===== src/rtl/serial_frame_loader_if.sv =====
// Bus bundle between the serial frame feeder (master) and serial_frame_loader (slave).
interface serial_frame_loader_if #(
  parameter int unsigned WIDTH = 4
);
  logic             sin;
  logic             sin_valid;
  logic             frame_start;
  logic             clr_req;
  logic [WIDTH-1:0] I;
  logic             load;
  logic             clear;
  logic             err;
  logic             busy;

  modport master (
    output sin, sin_valid, frame_start, clr_req,
    input  I, load, clear, err, busy
  );

  modport slave (
    input  sin, sin_valid, frame_start, clr_req,
    output I, load, clear, err, busy
  );
endinterface


===== src/rtl/serial_frame_loader.sv =====
// Deserializes an LSB-first, even-parity serial frame into a parallel word with
// a one-cycle load strobe, and turns a clear request into a registered clear strobe.
module serial_frame_loader #(
  parameter int unsigned WIDTH = 4
) (
  input  logic                  clk,
  input  logic                  clear_n,
  serial_frame_loader_if.slave  bus
);

  localparam int unsigned CNT_W = (WIDTH > 1) ? $clog2(WIDTH) : 1;

  localparam logic [1:0] ST_IDLE   = 2'd0;
  localparam logic [1:0] ST_SHIFT  = 2'd1;
  localparam logic [1:0] ST_PARITY = 2'd2;
  localparam logic [1:0] ST_LOAD   = 2'd3;

  logic [1:0]       r_state;
  logic [CNT_W-1:0] r_cnt;
  logic [WIDTH-1:0] r_sh;
  logic [WIDTH-1:0] r_data;
  logic             r_load;
  logic             r_clear;
  logic             r_err;
  logic             r_busy;

  logic [1:0]       w_state_nxt;
  logic [CNT_W-1:0] w_cnt_nxt;
  logic [WIDTH-1:0] w_sh_nxt;
  logic [WIDTH-1:0] w_data_nxt;
  logic             w_load_nxt;
  logic             w_err_nxt;
  logic             w_parity;

  // XOR of captured data bits and the incoming parity bit; 0 means a good frame.
  assign w_parity = (^r_sh) ^ bus.sin;

  // State and output registers; reset drops every output to 0 immediately.
  always_ff @(posedge clk or negedge clear_n) begin
    if (!clear_n) begin
      r_state <= ST_IDLE;
      r_cnt   <= '0;
      r_sh    <= '0;
      r_data  <= '0;
      r_load  <= 1'b0;
      r_clear <= 1'b0;
      r_err   <= 1'b0;
      r_busy  <= 1'b0;
    end else begin
      r_state <= w_state_nxt;
      r_cnt   <= w_cnt_nxt;
      r_sh    <= w_sh_nxt;
      r_data  <= w_data_nxt;
      r_load  <= w_load_nxt;
      r_clear <= bus.clr_req;
      r_err   <= w_err_nxt;
      r_busy  <= (w_state_nxt != ST_IDLE);
    end
  end

  // Next-state and next-output logic; clear request beats frame restart beats normal flow.
  always_comb begin
    w_state_nxt = r_state;
    w_cnt_nxt   = r_cnt;
    w_sh_nxt    = r_sh;
    w_data_nxt  = r_data;
    w_load_nxt  = 1'b0;
    w_err_nxt   = 1'b0;

    if (bus.clr_req) begin
      w_state_nxt = ST_IDLE;
      w_cnt_nxt   = '0;
      w_sh_nxt    = '0;
    end else if (bus.frame_start) begin
      w_state_nxt = ST_SHIFT;
      w_cnt_nxt   = '0;
      w_sh_nxt    = '0;
    end else begin
      case (r_state)
        ST_IDLE: begin
          w_state_nxt = ST_IDLE;
        end
        ST_SHIFT: begin
          if (bus.sin_valid) begin
            w_sh_nxt[r_cnt] = bus.sin;
            w_cnt_nxt       = r_cnt + CNT_W'(1);
            if (r_cnt == CNT_W'(WIDTH - 1)) begin
              w_state_nxt = ST_PARITY;
              w_cnt_nxt   = '0;
            end
          end
        end
        ST_PARITY: begin
          if (bus.sin_valid) begin
            if (!w_parity) begin
              w_state_nxt = ST_LOAD;
              w_data_nxt  = r_sh;
              w_load_nxt  = 1'b1;
            end else begin
              w_state_nxt = ST_IDLE;
              w_err_nxt   = 1'b1;
            end
          end
        end
        ST_LOAD: begin
          w_state_nxt = ST_IDLE;
        end
        default: begin
          w_state_nxt = ST_IDLE;
        end
      endcase
    end
  end

  assign bus.I     = r_data;
  assign bus.load  = r_load;
  assign bus.clear = r_clear;
  assign bus.err   = r_err;
  assign bus.busy  = r_busy;

endmodule


===== src/flat_wrapper.sv =====
// flat-port wrapper written by rule: the top's interface ports become plain ports
module serial_frame_loader_flat 
#(
  parameter int unsigned WIDTH = 4
)
  (clk, clear_n, bus_sin, bus_sin_valid, bus_frame_start, bus_clr_req, bus_I, bus_load, bus_clear, bus_err, bus_busy);
  serial_frame_loader_if #(.WIDTH(WIDTH)) bus_i ();
  input  logic clk;
  input  logic clear_n;
  input wire logic [$bits(bus_i.sin)-1:0] bus_sin;
  input wire logic [$bits(bus_i.sin_valid)-1:0] bus_sin_valid;
  input wire logic [$bits(bus_i.frame_start)-1:0] bus_frame_start;
  input wire logic [$bits(bus_i.clr_req)-1:0] bus_clr_req;
  output wire logic [$bits(bus_i.I)-1:0] bus_I;
  output wire logic [$bits(bus_i.load)-1:0] bus_load;
  output wire logic [$bits(bus_i.clear)-1:0] bus_clear;
  output wire logic [$bits(bus_i.err)-1:0] bus_err;
  output wire logic [$bits(bus_i.busy)-1:0] bus_busy;
  assign bus_i.sin = bus_sin;
  assign bus_i.sin_valid = bus_sin_valid;
  assign bus_i.frame_start = bus_frame_start;
  assign bus_i.clr_req = bus_clr_req;
  assign bus_I = bus_i.I;
  assign bus_load = bus_i.load;
  assign bus_clear = bus_i.clear;
  assign bus_err = bus_i.err;
  assign bus_busy = bus_i.busy;
  serial_frame_loader #(.WIDTH(WIDTH)) u_core (.clk(clk), .clear_n(clear_n), .bus(bus_i));
endmodule

===== config.mk =====
export PLATFORM = sky130hd
export DESIGN_NAME = serial_frame_loader_flat
export DESIGN_NICKNAME = d
export VERILOG_FILES = /design/src/rtl/serial_frame_loader_if.sv /design/src/rtl/serial_frame_loader.sv /design/src/flat_wrapper.sv
export SDC_FILE = /design/constraint.sdc
export NUM_CORES = 1
export LEC_CHECK = 0
export CAP_MARGIN = 20
export CELL_PAD_IN_SITES_DETAIL_PLACEMENT = 0
export CELL_PAD_IN_SITES_GLOBAL_PLACEMENT = 1
export CORE_ASPECT_RATIO = 0.5
export CORE_UTILIZATION = 30
export CTS_BUF_LIST = sky130_fd_sc_hd__clkbuf_8
export DETAILED_ROUTE_END_ITERATION = 8
export PLACE_DENSITY = 0.7
export REMOVE_ABC_BUFFERS = 1
export SETUP_SLACK_MARGIN = 0.1
export SLEW_MARGIN = 30
export SYNTH_ARGS = -nofsm -noshare
export SYNTH_HDL_FRONTEND = slang
export SYNTH_SLANG_ARGS = --single-unit

===== constraint.sdc =====
create_clock -name clk -period 2 [get_ports clk]
set_input_delay 0.2 -clock clk [delete_from_list [all_inputs] [get_ports clk]]
set_output_delay 0.2 -clock clk [all_outputs]
set_load 0.02 [all_outputs]

# Yosys cells after proc, flatten, opt, wreduce, memory -nomap -nowiden
# Cells that the tools add are included.
[word_totals]
regBits = 16
inputBits = 6
output_inout_bits = 8
word_cells = 57
[classes]
addsub = 1
order_cmp = 2
eq_ne = 4
n_mux = 29
bitwise = 4
n_reduce_logical = 9
[ops]
columns = ["op", "n"]
rows = [
  ["2-bit two-way mux", 11],
  ["4-bit two-way mux", 4],
  ["1-bit two-way mux", 11],
  ["2-bit equality test, second input constant", 3],
  ["2-bit case mux with 3 select lines", 1],
  ["3-bit nonzero test", 2],
  ["5-bit AND reduction", 1],
  ["4-bit bitwise mux", 1],
  ["4-bit XOR reduction", 1],
  ["2-bit by 3-bit less-than comparator with 1-bit output, second input constant", 1],
  ["1-bit inverter", 3],
  ["2-bit by 1-bit adder with 2-bit output, second input constant", 1],
  ["1-bit demux with 2-bit select", 1],
  ["2-bit by 1-bit equality test with 1-bit output, second input constant", 1],
  ["2-bit by 1-bit >= comparator with 1-bit output, second input constant", 1],
  ["2-bit zero test", 1],
  ["2-bit AND reduction", 1],
  ["2-bit nonzero test", 1],
  ["2-bit OR reduction", 1],
  ["1-bit logical AND", 1],
  ["1-bit bitwise XOR", 1],
]

# Logic depth before layout (Yosys ltp)
[logic_depth]
ltp_word = 9
depth_mapped = 5
mapped_depth_nobuf = 5

# Worst setup path before layout
# Ideal clock, no wire load.
[synth_timing]
kind = "reg2reg"
start = "reg u_core.r_sh[3]"
end = "reg u_core.r_data[0] (netlist: u_core.bus.I[0])"
setup_time_ns = 0.125
t_arrival_ns = 1.398
required_time_ns = 1.875
setup_slack_ns = 0.477
path_stages_with_launch = 5
n_path_buf = 0
period_less_slack_ns = 1.523
path_cell_list = "dfrtp_1 xnor2_2 xnor3_2 nand2_4 mux2_4"
[synth_between]
elab_chain_cells = 4
[synth_rtl]
columns = ["item", "line_no", "text"]
rows = [
  ["start: declaration", "serial_frame_loader.sv:20", "logic [WIDTH-1:0] r_sh;"],
  ["start signal: assignment", "serial_frame_loader.sv:52", "r_sh <= w_sh_nxt;"],
  ["4-bit XOR reduction", "serial_frame_loader.sv:36", "assign w_parity = (^r_sh) ^ bus.sin;"],
  ["1-bit bitwise XOR", "serial_frame_loader.sv:36", ""],
  ["1-bit inverter (no line)", "-", ""],
  ["5-bit AND reduction (no line)", "-", ""],
  ["end signal: assignment", "serial_frame_loader.sv:53", "r_data <= w_data_nxt;"],
  ["end: declaration", "serial_frame_loader.sv:21", "logic [WIDTH-1:0] r_data;"],
]
# Every way passes these cells.
# A chain may end at the register's enable or synchronous reset.

# Worst setup path in the final report
[layout_timing]
start = "in bus_sin"
end = "reg u_core.r_data[0] (netlist: u_core.bus.I[0])"
[layout_between]
elab_chain_cells = 3
[layout_rtl]
columns = ["item", "line_no", "text"]
rows = [
  ["start: declaration", "flat_wrapper.sv:10", "input wire logic [$bits(bus_i.sin)-1:0] bus_sin;"],
  ["1-bit bitwise XOR", "serial_frame_loader.sv:36", ""],
  ["1-bit inverter (no line)", "-", ""],
  ["5-bit AND reduction (no line)", "-", ""],
]
# Every way passes these cells.

==> impl_metrics.py <==
metrics = {
    "status": {
        "status": "complete, no violations",
    },
    "critical_path": {
        "ff2ff_path_depth": 4,
        "regToRegSetupSlack_ps": 400,
        "path_max_fanout": 5,
        "critPathBufInv": 1,
        "setup.worst_path.end_class": "register",
        "crit_path_start_kind": "input pin",
        "critPathTopFamily": "XOR/XNOR gates",
        "max_stage_delay_ps": 580,
        "path_cells": "clkdlybuf4s50_1, xnor2_2, xnor3_2, nand2_4, mux2_4",
        "rr_endpoint": "u_core.bus.I[0]$_DFFE_PN0P_",
        "critPathArrivalTime_ps": 1790,
        "crit_required_ps": 2140,
        "r2r-start": "u_core.r_sh[3]$_DFFE_PN0P_",
        "cp_slowest_cell": "clkdlybuf4s50_1",
        "path_class": "in2reg",
    },
    "die": {
        "initial_utilization": 0.336,
        "die_w_um": 74.7,
        "die_y_um": 38.3,
        "die-area_um2": 2860,
        "core_um2": 2360,
        "core.rowCount": 12,
        "ios": 14,
    },
    "power_and_ir_drop": {
        "finalPower_mw": 0.678,
        "internal-power_mw": 0.528,
        "clockPowerShare": 0.428,
        "seq_power_share": 0.488,
        "p_sw_mw": 0.150,
        "ir_worst_vdd_v": 0.000245,
        "p_per_area_nw_per_um2": 667,
        "comb_power_share": 0.084,
        "p_leak_nw": 0.491,
        "p_sw_frac": 0.221,
    },
    "logic_synthesis": {
        "synth_seq_cells": 16,
        "yosysSeqAreaShare": 0.506,
        "synth_edf_count": 0,
        "synth_cell_types": 21,
        "synth_area_um2": 792,
        "ys_warn_count": 0,
        "ys.flop_type": "dfrtp_1",
        "yosysTopAreaCell": "dfrtp_1",
        "syn_avg_cell_area_um2": 10.8,
        "async_flop_share": 1.00,
        "synth_top_area_share": 0.506,
        "syn_inst": 73,
        "yosys-top-cells-area": "dfrtp_1, ha_1, mux2_4",
    },
    "finish": {
        "final_layout_size_suffix_gt1_frac": 0.136,
        "syn_to_final_growth_pct": 28.4,
        "fin_nets": 99,
        "layoutNonFillerInstCount": 123,
        "insertedDiodeCount": 0,
        "design_area_um2": 1020,
        "fillerInstances": 224,
    },
    "detailed_routing": {
        "vias": 541,
        "top_layer": "met4",
        "wl_um": 1520,
        "wl_per_cell_um": 12.3,
        "drt_iter0_markers": 23,
        "drc_errors": 0,
        "drtPass1Iterations": 4,
        "drtAntennaViolNets": 0,
        "wl_met1_um": 737,
        "post_drt_via_cell_ratio": 4.40,
        "wl_met2_um": 695,
        "wl_met3_um": 55,
    },
    "clock_tree": {
        "cts-buffers-inserted": 3,
        "cts_num_sinks": 16,
        "clk_pin_slew_worst_paths_ps": 70,
        "clock_latency_ps": 250,
        "cts_tree": "done",
        "cts-root-buf": "clkbuf_8",
        "ctsResizeCount": 0,
        "cts_hold_buf": 0,
        "post_cts_buffers": 0,
        "clockBufferDepth": 2,
        "htreeDepth": 1,
    },
    "sta": {
        "max_freq_mhz": 606,
        "worstMarginPinSlew_ps": 719,
        "layout_setup_ws_ps": 349,
        "setup_tns_ps": 0,
        "min_period_ps": 1650,
        "slew_viol_final": 0,
        "timing_hold_violations_final": 0,
        "maxSlewHeadroom": 0.519,
        "setup_violations": 0,
        "period_share": 0.826,
        "rsz0062_at_grt": "no",
        "worst_clock_skew_ps": 4.43,
    },
    "place": {
        "dp_slack_ps": 80.0,
        "io_buffers": 13,
        "dp.final_hpwl_um": 1190,
        "placed_cells": 119,
        "place_congestion": 0.730,
        "place_area_um2": 962,
    },
    "global_route": {
        "grt_max_degree": 17,
        "grt.overflow.total": 0,
        "grt_pass1_wl_um": 2570,
        "grt_pass1_vias": 575,
        "grt.total_usage": 0.130,
        "antenna_found_initial": 0,
    },
    "run": {
        "cap_viol_max_count": 0,
    },
    "hold_path": {
        "hold_path_class": "in2async",
    },
}
power groups by stage:
stage	logic, mW	clock network [mW]	registers [mW]
final	0.0572	0.290	0.331
after global placement	0.0555	0	0.336
after floorplan	0.0221	0	0.340
after CTS	0.0577	0.299	0.331
after detailed placement	0.0574	0	0.337
after global routing	0.0625	0.309	0.331
worst max path at each step:
| stage | startpoint | endpoint | slack, ps | cells after the start |
|---|---|---|---|---|
| finish | bus_sin | u_core.bus.I[0]$_DFFE_PN0P_ | 350 | 5 |
| global route | u_core.r_state[1]$_DFF_PN0_ | u_core.r_cnt[0]$_DFFE_PN0P_ | 300 | 4 |
| CTS | bus_sin | u_core.bus.I[0]$_DFFE_PN0P_ | 350 | 5 |
| detailed placement | bus_sin | u_core.bus.I[0]$_DFFE_PN0P_ | 80 | 5 |
| global placement | bus_sin | u_core.bus.I[0]$_DFFE_PN0P_ | 120 | 5 |
| floorplan | u_core.r_sh[3]$_DFFE_PN0P_ | u_core.bus.I[0]$_DFFE_PN0P_ | 480 | 4 |
synthesized netlist by cell type (2+ instances only):
cell type,count
a21oi_1,7
dfrtp_1,16
inv_1,5
nor2_1,7
nor2b_1,2
mux2i_1,4
mux2_4,3
nand3_1,7
ha_1,4
nand2_1,4
o21ai_0,2
clkbuf_1,3
cells by family (layout without fill, tap and decap cells):
group           Yosys count  after routing  synth area share
fa+ha+maj                 4              4            0.0632
buf+inv                   8             23            0.0379
mux                       7              7             0.107
compound gates           10             10            0.0632
flops                    16             16             0.506
xor+xnor                  4              4            0.0727
simple gates             24             24             0.150
metal layers:
| metal | up-vias | track usage |
|---|---|---|
| met1 | 257 | 0.150 |
| met4 | 0 | 0.0566 |
| met5 | - | 0 |
| met3 | 4 | 0.0474 |
| met2 | 11 | 0.221 |
| li1 | 269 | - |
final cells by class:
type	instances	area [um2]	share of cell area
Inverter	5	18.8	0.0185
Sequential cell	16	400	0.394
Multi-Input combinational cell	49	362	0.355
Timing Repair Buffer	14	138	0.135
Tap cell	35	43.8	0.0431
Clock buffer	4	55.1	0.0541
state kept, by name (all words and copies together), names as in the netlist:
signal / cells
u_core.r_cnt: 2
u_core.bus.clear: 1
u_core.r_state: 2
u_core.bus.err: 1
u_core.r_sh: 4
u_core.bus.busy: 1
u_core.bus.I: 4
u_core.bus.load: 1
through the flow:
stage / hold WS [ps] / util
finish: 375 / 0.432
global route: 427 / 0.432
CTS: 399 / 0.432
detailed placement: 498 / 0.408
global placement: 501 / 0.408
floorplan: -95.6 / -
cells in the final DEF (no fill, tap or decap), types with 3 or more instances in the layout:
master / instances
a21oi_1: 7
clkbuf_8: 4
mux2_4: 3
dfrtp_1: 16
nand3_1: 7
nand2_1: 4
clkdlybuf4s50_1: 13
nor2_1: 7
inv_1: 5
mux2i_1: 4
ha_1: 4
Note: power is estimated with default switching activity, not from simulation.
